`src/rtl/sqrt_seq_pkg.sv`:
```
// Shared types and sizing helpers for the sequential integer square root unit.
package sqrt_seq_pkg;

    typedef enum logic [1:0] {
        IDLE = 2'd0,
        BUSY = 2'd1,
        DONE = 2'd2
    } state_t;

    // Iteration counter width: enough to count width/2 steps plus headroom.
    function automatic int cnt_width(input int w);
        return $clog2(w / 2) + 1;
    endfunction

endpackage

```
`src/rtl/sqrt_seq_step.sv`:
```
// One restoring square-root recurrence step: consumes two radicand bits and
// resolves one root bit.
module sqrt_seq_step #(
    parameter int width = 16
) (
    input  logic [width/2+1:0] rem_in,
    input  logic [1:0]         bits,
    input  logic [width/2-1:0] q_in,
    output logic [width/2+1:0] rem_out,
    output logic [width/2-1:0] q_out
);

    localparam int H = width / 2;

    logic [H+3:0] ext;
    logic [H+3:0] sub;
    logic         ge;

    assign ext = {rem_in, bits};
    assign sub = {2'b00, q_in, 2'b01};
    assign ge  = (ext >= sub);

    // A non-negative trial always fits the narrower remainder, so the low bits suffice.
    always_comb begin
        rem_out = ext[H+1:0];
        if (ge) begin
            rem_out = ext[H+1:0] - sub[H+1:0];
        end
        q_out = {q_in[H-2:0], ge};
    end

endmodule

```
`src/rtl/sqrt_seq.sv`:
```
// Sequential floor square root with valid/ready handshakes on both sides.
// Define SQRT_SEQ_REM_EN to expose the final remainder on R (otherwise R is 0).
module sqrt_seq
    import sqrt_seq_pkg::*;
#(
    parameter int width = 16
) (
    input  logic               clk_i,
    input  logic               rst_i,
    input  logic               in_valid_i,
    output logic               in_ready_o,
    input  logic [width-1:0]   X,
    output logic               out_valid_o,
    input  logic               out_ready_i,
    output logic [width/2-1:0] Q,
    output logic [width/2:0]   R
);

    localparam int H  = width / 2;
    localparam int CW = cnt_width(width);

    state_t          state;
    state_t          next_state;
    logic [width-1:0] rad;
    logic [H-1:0]    q;
    logic [H-1:0]    q_step;
    logic [H+1:0]    rem;
    logic [H+1:0]    rem_step;
    logic [CW-1:0]   cnt;
    logic            last;

    assign last = (cnt == CW'(H - 1));

    sqrt_seq_step #(.width(width)) u_step (
        .rem_in  (rem),
        .bits    (rad[width-1:width-2]),
        .q_in    (q),
        .rem_out (rem_step),
        .q_out   (q_step)
    );

    always_ff @(posedge clk_i) begin
        if (rst_i) begin
            state <= IDLE;
        end else begin
            state <= next_state;
        end
    end

    always_comb begin
        next_state = state;
        unique case (state)
            IDLE:    if (in_valid_i)  next_state = BUSY;
            BUSY:    if (last)        next_state = DONE;
            DONE:    if (out_ready_i) next_state = IDLE;
            default: next_state = IDLE;
        endcase
    end

    // Radicand is consumed MSB-first by shifting it left two bits per step.
    always_ff @(posedge clk_i) begin
        if (rst_i) begin
            rad <= '0;
            q   <= '0;
            rem <= '0;
            cnt <= '0;
        end else begin
            unique case (state)
                IDLE: begin
                    if (in_valid_i) begin
                        rad <= X;
                        q   <= '0;
                        rem <= '0;
                        cnt <= '0;
                    end
                end
                BUSY: begin
                    rad <= {rad[width-3:0], 2'b00};
                    q   <= q_step;
                    rem <= rem_step;
                    cnt <= cnt + 1'b1;
                end
                default: begin
                end
            endcase
        end
    end

    assign in_ready_o  = (state == IDLE);
    assign out_valid_o = (state == DONE);
    assign Q           = q;

`ifdef SQRT_SEQ_REM_EN
    assign R = rem[H:0];
`else
    assign R = '0;
`endif

endmodule

```
`config.mk`:
```
export PLATFORM = sky130hd
export DESIGN_NAME = sqrt_seq
export DESIGN_NICKNAME = d
export VERILOG_FILES = /design/src/rtl/sqrt_seq_pkg.sv /design/src/rtl/sqrt_seq_step.sv /design/src/rtl/sqrt_seq.sv
export SDC_FILE = /design/constraint.sdc
export NUM_CORES = 1
export LEC_CHECK = 0
export ABC_AREA = 1
export CORE_MARGIN = 2
export CORE_UTILIZATION = 57
export DETAILED_ROUTE_END_ITERATION = 6
export HOLD_SLACK_MARGIN = 0.05
export PLACE_DENSITY = 0.91
export REMOVE_ABC_BUFFERS = 1
export SLEW_MARGIN = 20
export SYNTH_ARGS = -nofsm -noshare
export SYNTH_HDL_FRONTEND = slang
export SYNTH_SLANG_ARGS = --single-unit
```
`constraint.sdc`:
```
create_clock -name clk_i -period 2.5 [get_ports clk_i]
set_input_delay 0.375 -clock clk_i [delete_from_list [all_inputs] [get_ports clk_i]]
set_output_delay 0.375 -clock clk_i [all_outputs]
set_load 0.005 [all_outputs]
```
==> results by group <==
Status
  • Outcome: finished clean

CTS
  • Num CTS Buffers: 5
  • Clock transition at path regs: 0.08 ns
  • Hold-fix buffers at CTS: 0
  • Post-CTS Setup Inserts: 0
  • CTS resizes: 0
  • CTS tree: yes
  • Clock latency at the later pin of the worst-skew pair: 0.30 ns
  • Clk buf depth: 2
  • Clock root buffer: clkbuf_8
  • Clock sink count: 40
  • # H-tree levels: 2

Worst setup path
  • Crit path max fanout: 13
  • Critical path data arrival time: 2.18 ns
  • Critical Path Max Stage Delay: 0.40 ns
  • CP required: 2.68 ns
  • Worst setup EP type: register
  • Critical-path cell list: inv_1 -> ha_1 -> a21oi_1 -> nand3_1 -> nand2_1 -> nand3_2 -> inv_2 -> nand2_1 -> nand3_1 -> a21oi_1
  • Kind of critical path: reg -> reg
  • CP max stage cell: dfxtp_1
  • Critical path launch point type: register

Floorplanning
  • Io pins: 39
  • Die ar.: 4570 um2
  • Chip width: 67.6 um
  • Core area: 3940 um2
  • Initial Utilization: 58.5%
  • Num rows: 23
  • Die Y: 67.6 um

Logic synthesis
  • Synth cell count leaders: nand2_1 (95), a21oi_1 (44), inv_1 (43)
  • Syn_area_per_cell: 6.81 um2
  • Yosys top cell by area: dfxtp_1
  • Synth area leaders: dfxtp_1 (35%), nand2_1 (15%), a21oi_1 (9.5%)
  • Syn. warnings: 0
  • Ys async rst share: 0%
  • Primary FF master, synth: dfxtp_1
  • Yosys top cell area share: 34.7%
  • Cell area after synthesis: 2310 um2
  • Synthesized instance count: 339
  • Sequential share of the synthesized area: 34.7%
  • Post-synth EDFFs: 0
  • #FFs+latches synth: 40
  • Most common cell in the netlist: nand2_1
  • Unique masters post-synth: 29

Finish
  • Ant diodes: 0
  • Share of layout cells above drive strength 1: 5.48%
  • # fillers: 318
  • Area of the multi-input gates: 1190 um2
  • Area growth syn-to-layout: 14.8%
  • Final core utilization: 67.2%
  • Reg area: 801 um2
  • Fin nets: 395

Timing
  • Hold Violations, Final: 0
  • Crit share post-route: 80.0%
  • Final setup vio count: 0
  • Final min period: 2.00 ns
  • Pins over their slew limit: 0
  • Setup TNS: 0 ns
  • Hold slack: 0.472 ns
  • Max Clock Skew: 0.00601 ns
  • RSZ-0062 raised after global routing: false
  • F_max: 500 MHz

Global routing
  • Grt total ovfl: 0
  • Pin count of the biggest net entering global routing: 28
  • Antenna violations before repair: 0
  • First-pass GRT wire length: 8.59 mm
  • GRT Total Usage: 24.8%
  • Vias in the first global route: 2074

Detailed routing
  • WL final: 4.98 mm
  • Number of remaining DRC errors: 0
  • Post-route ant nets: 0
  • DR vias: 2204
  • DRT Pass-1 Iters: 5
  • Via-to-Cell Ratio: 5.31
  • Initial DRC count: 122
  • WL per Instance: 12.0 um

Worst hold path
  • Worst hold path type: reg -> reg

Placed design
  • Dpl hpwl: 3.56 mm
  • Placer Congestion: 0.880
  • Input/output buffers: 29

Power
  • Leak pwr: 1.16 nW
  • Pwr dens: 1360 nW/um2
  • Comb power frac: 63.1%
  • Internal power: 1.81 mW
  • Max rail drop VDD: 0.644 mV
  • Clock Power Share: 12.1%
  • Sw Pwr: 1.81 mW
  • Switching part of the total: 50.0%
  • Part of the power in registers: 24.8%

Job
  • Max-cap violations: 0
==> power by group through the flow <==
stage	registers [mW]	clock network [mW]	logic, mW
floorplan	0.871	0	1.76
global placement	0.897	0	2.18
detailed placement	0.903	0	2.22
CTS	0.890	0.445	2.27
global route	0.912	0.457	2.66
finish	0.897	0.437	2.28
==> critical path: cells and delay by family (launching register included) <==
family                     cells  cell delay (ns)
buffers and inverters          2             0.29
and+or+nand+nor                5             0.57
adders and majority gates      1             0.36
DFF                            1             0.40
AOI/OAI and AO/OA              2             0.26
==> state kept, by name, summed over array words and instances, names as in the netlist <==
| register | cells |
|---|---|
| Q | 8 |
| cnt | 4 |
| rad | 16 |
| rem | 10 |
| state | 2 |
==> worst paths after layout <==
kind                            cells past startpoint                    to            startpoint  slack (ns)
worst max-delay path                               10   rem[2]$_SDFFE_PP0P_     Q[1]$_SDFFE_PP0P_        0.50
worst max register to register                     10   rem[2]$_SDFFE_PP0P_     Q[1]$_SDFFE_PP0P_        0.50
worst min-delay path                                2  rad[12]$_SDFFE_PP0P_  rad[12]$_SDFFE_PP0P_        0.47
worst min register to register                      2  rad[12]$_SDFFE_PP0P_  rad[12]$_SDFFE_PP0P_        0.47
==> cells in the final DEF, fill, tap and decap left out, types with 2 or more instances in the layout <==
master / synthesis / final
inv_2: 2 / 2
dfxtp_1: 40 / 40
ha_1: 11 / 11
buf_4: 14 / 4
nor2_1: 11 / 11
conb_1: 1 / 9
a21oi_1: 44 / 44
xnor2_1: 2 / 2
nand3_1: 24 / 24
clkbuf_8: 0 / 6
o21ai_1: 6 / 6
clkdlybuf4s50_1: 0 / 29
inv_1: 43 / 43
clkinv_2: 0 / 2
o21ai_0: 12 / 12
o22ai_1: 13 / 13
nand2_1: 95 / 95
==> cells by family (layout without fill, tap and decap cells) <==
kind of cell	Yosys count	in the layout	share of synthesized area (%)
AND/OR/NAND/NOR	137	137	25.3
AO/OA/AOI/OAI	78	78	17.9
buffers and inverters	69	87	14.8
flip-flops	40	40	34.7
adder cells (fa/ha/maj)	11	11	5.97
XOR/XNOR	3	3	1.14
other	1	9	0.163
==> area by class of cell <==
type | count | share of cell area (%)
well taps | 50 | 2.36
flip-flops and latches | 40 | 30.2
repair buffers | 33 | 12.1
clock inverters | 2 | 0.378
clock buffers | 6 | 3.12
inverters | 46 | 6.71
multi-input cells | 238 | 45.1
==> per-layer routing <==
layer	share of wire, %	track usage [%]	vias up
li1	-	-	1128
met1	44	28.6	1016
met2	50	44.0	52
met3	4.6	5.17	8
met4	1.7	10.2	0
met5	0	0	-
==> metrics by stage <==
stage	instance area, um2	worst slack, ns	power [mW]	instances
2_1_floorplan	2170	0.275	2.63	324
3_3_place_gp	2560	0.560	3.08	407
3_5_place_dp	2560	0.523	3.13	407
4_1_cts	2650	0.486	3.61	415
5_1_grt	2650	0.237	4.03	415
6_report	2650	0.500	3.61	415
No activity file was read; power rests on OpenSTA's default activity.
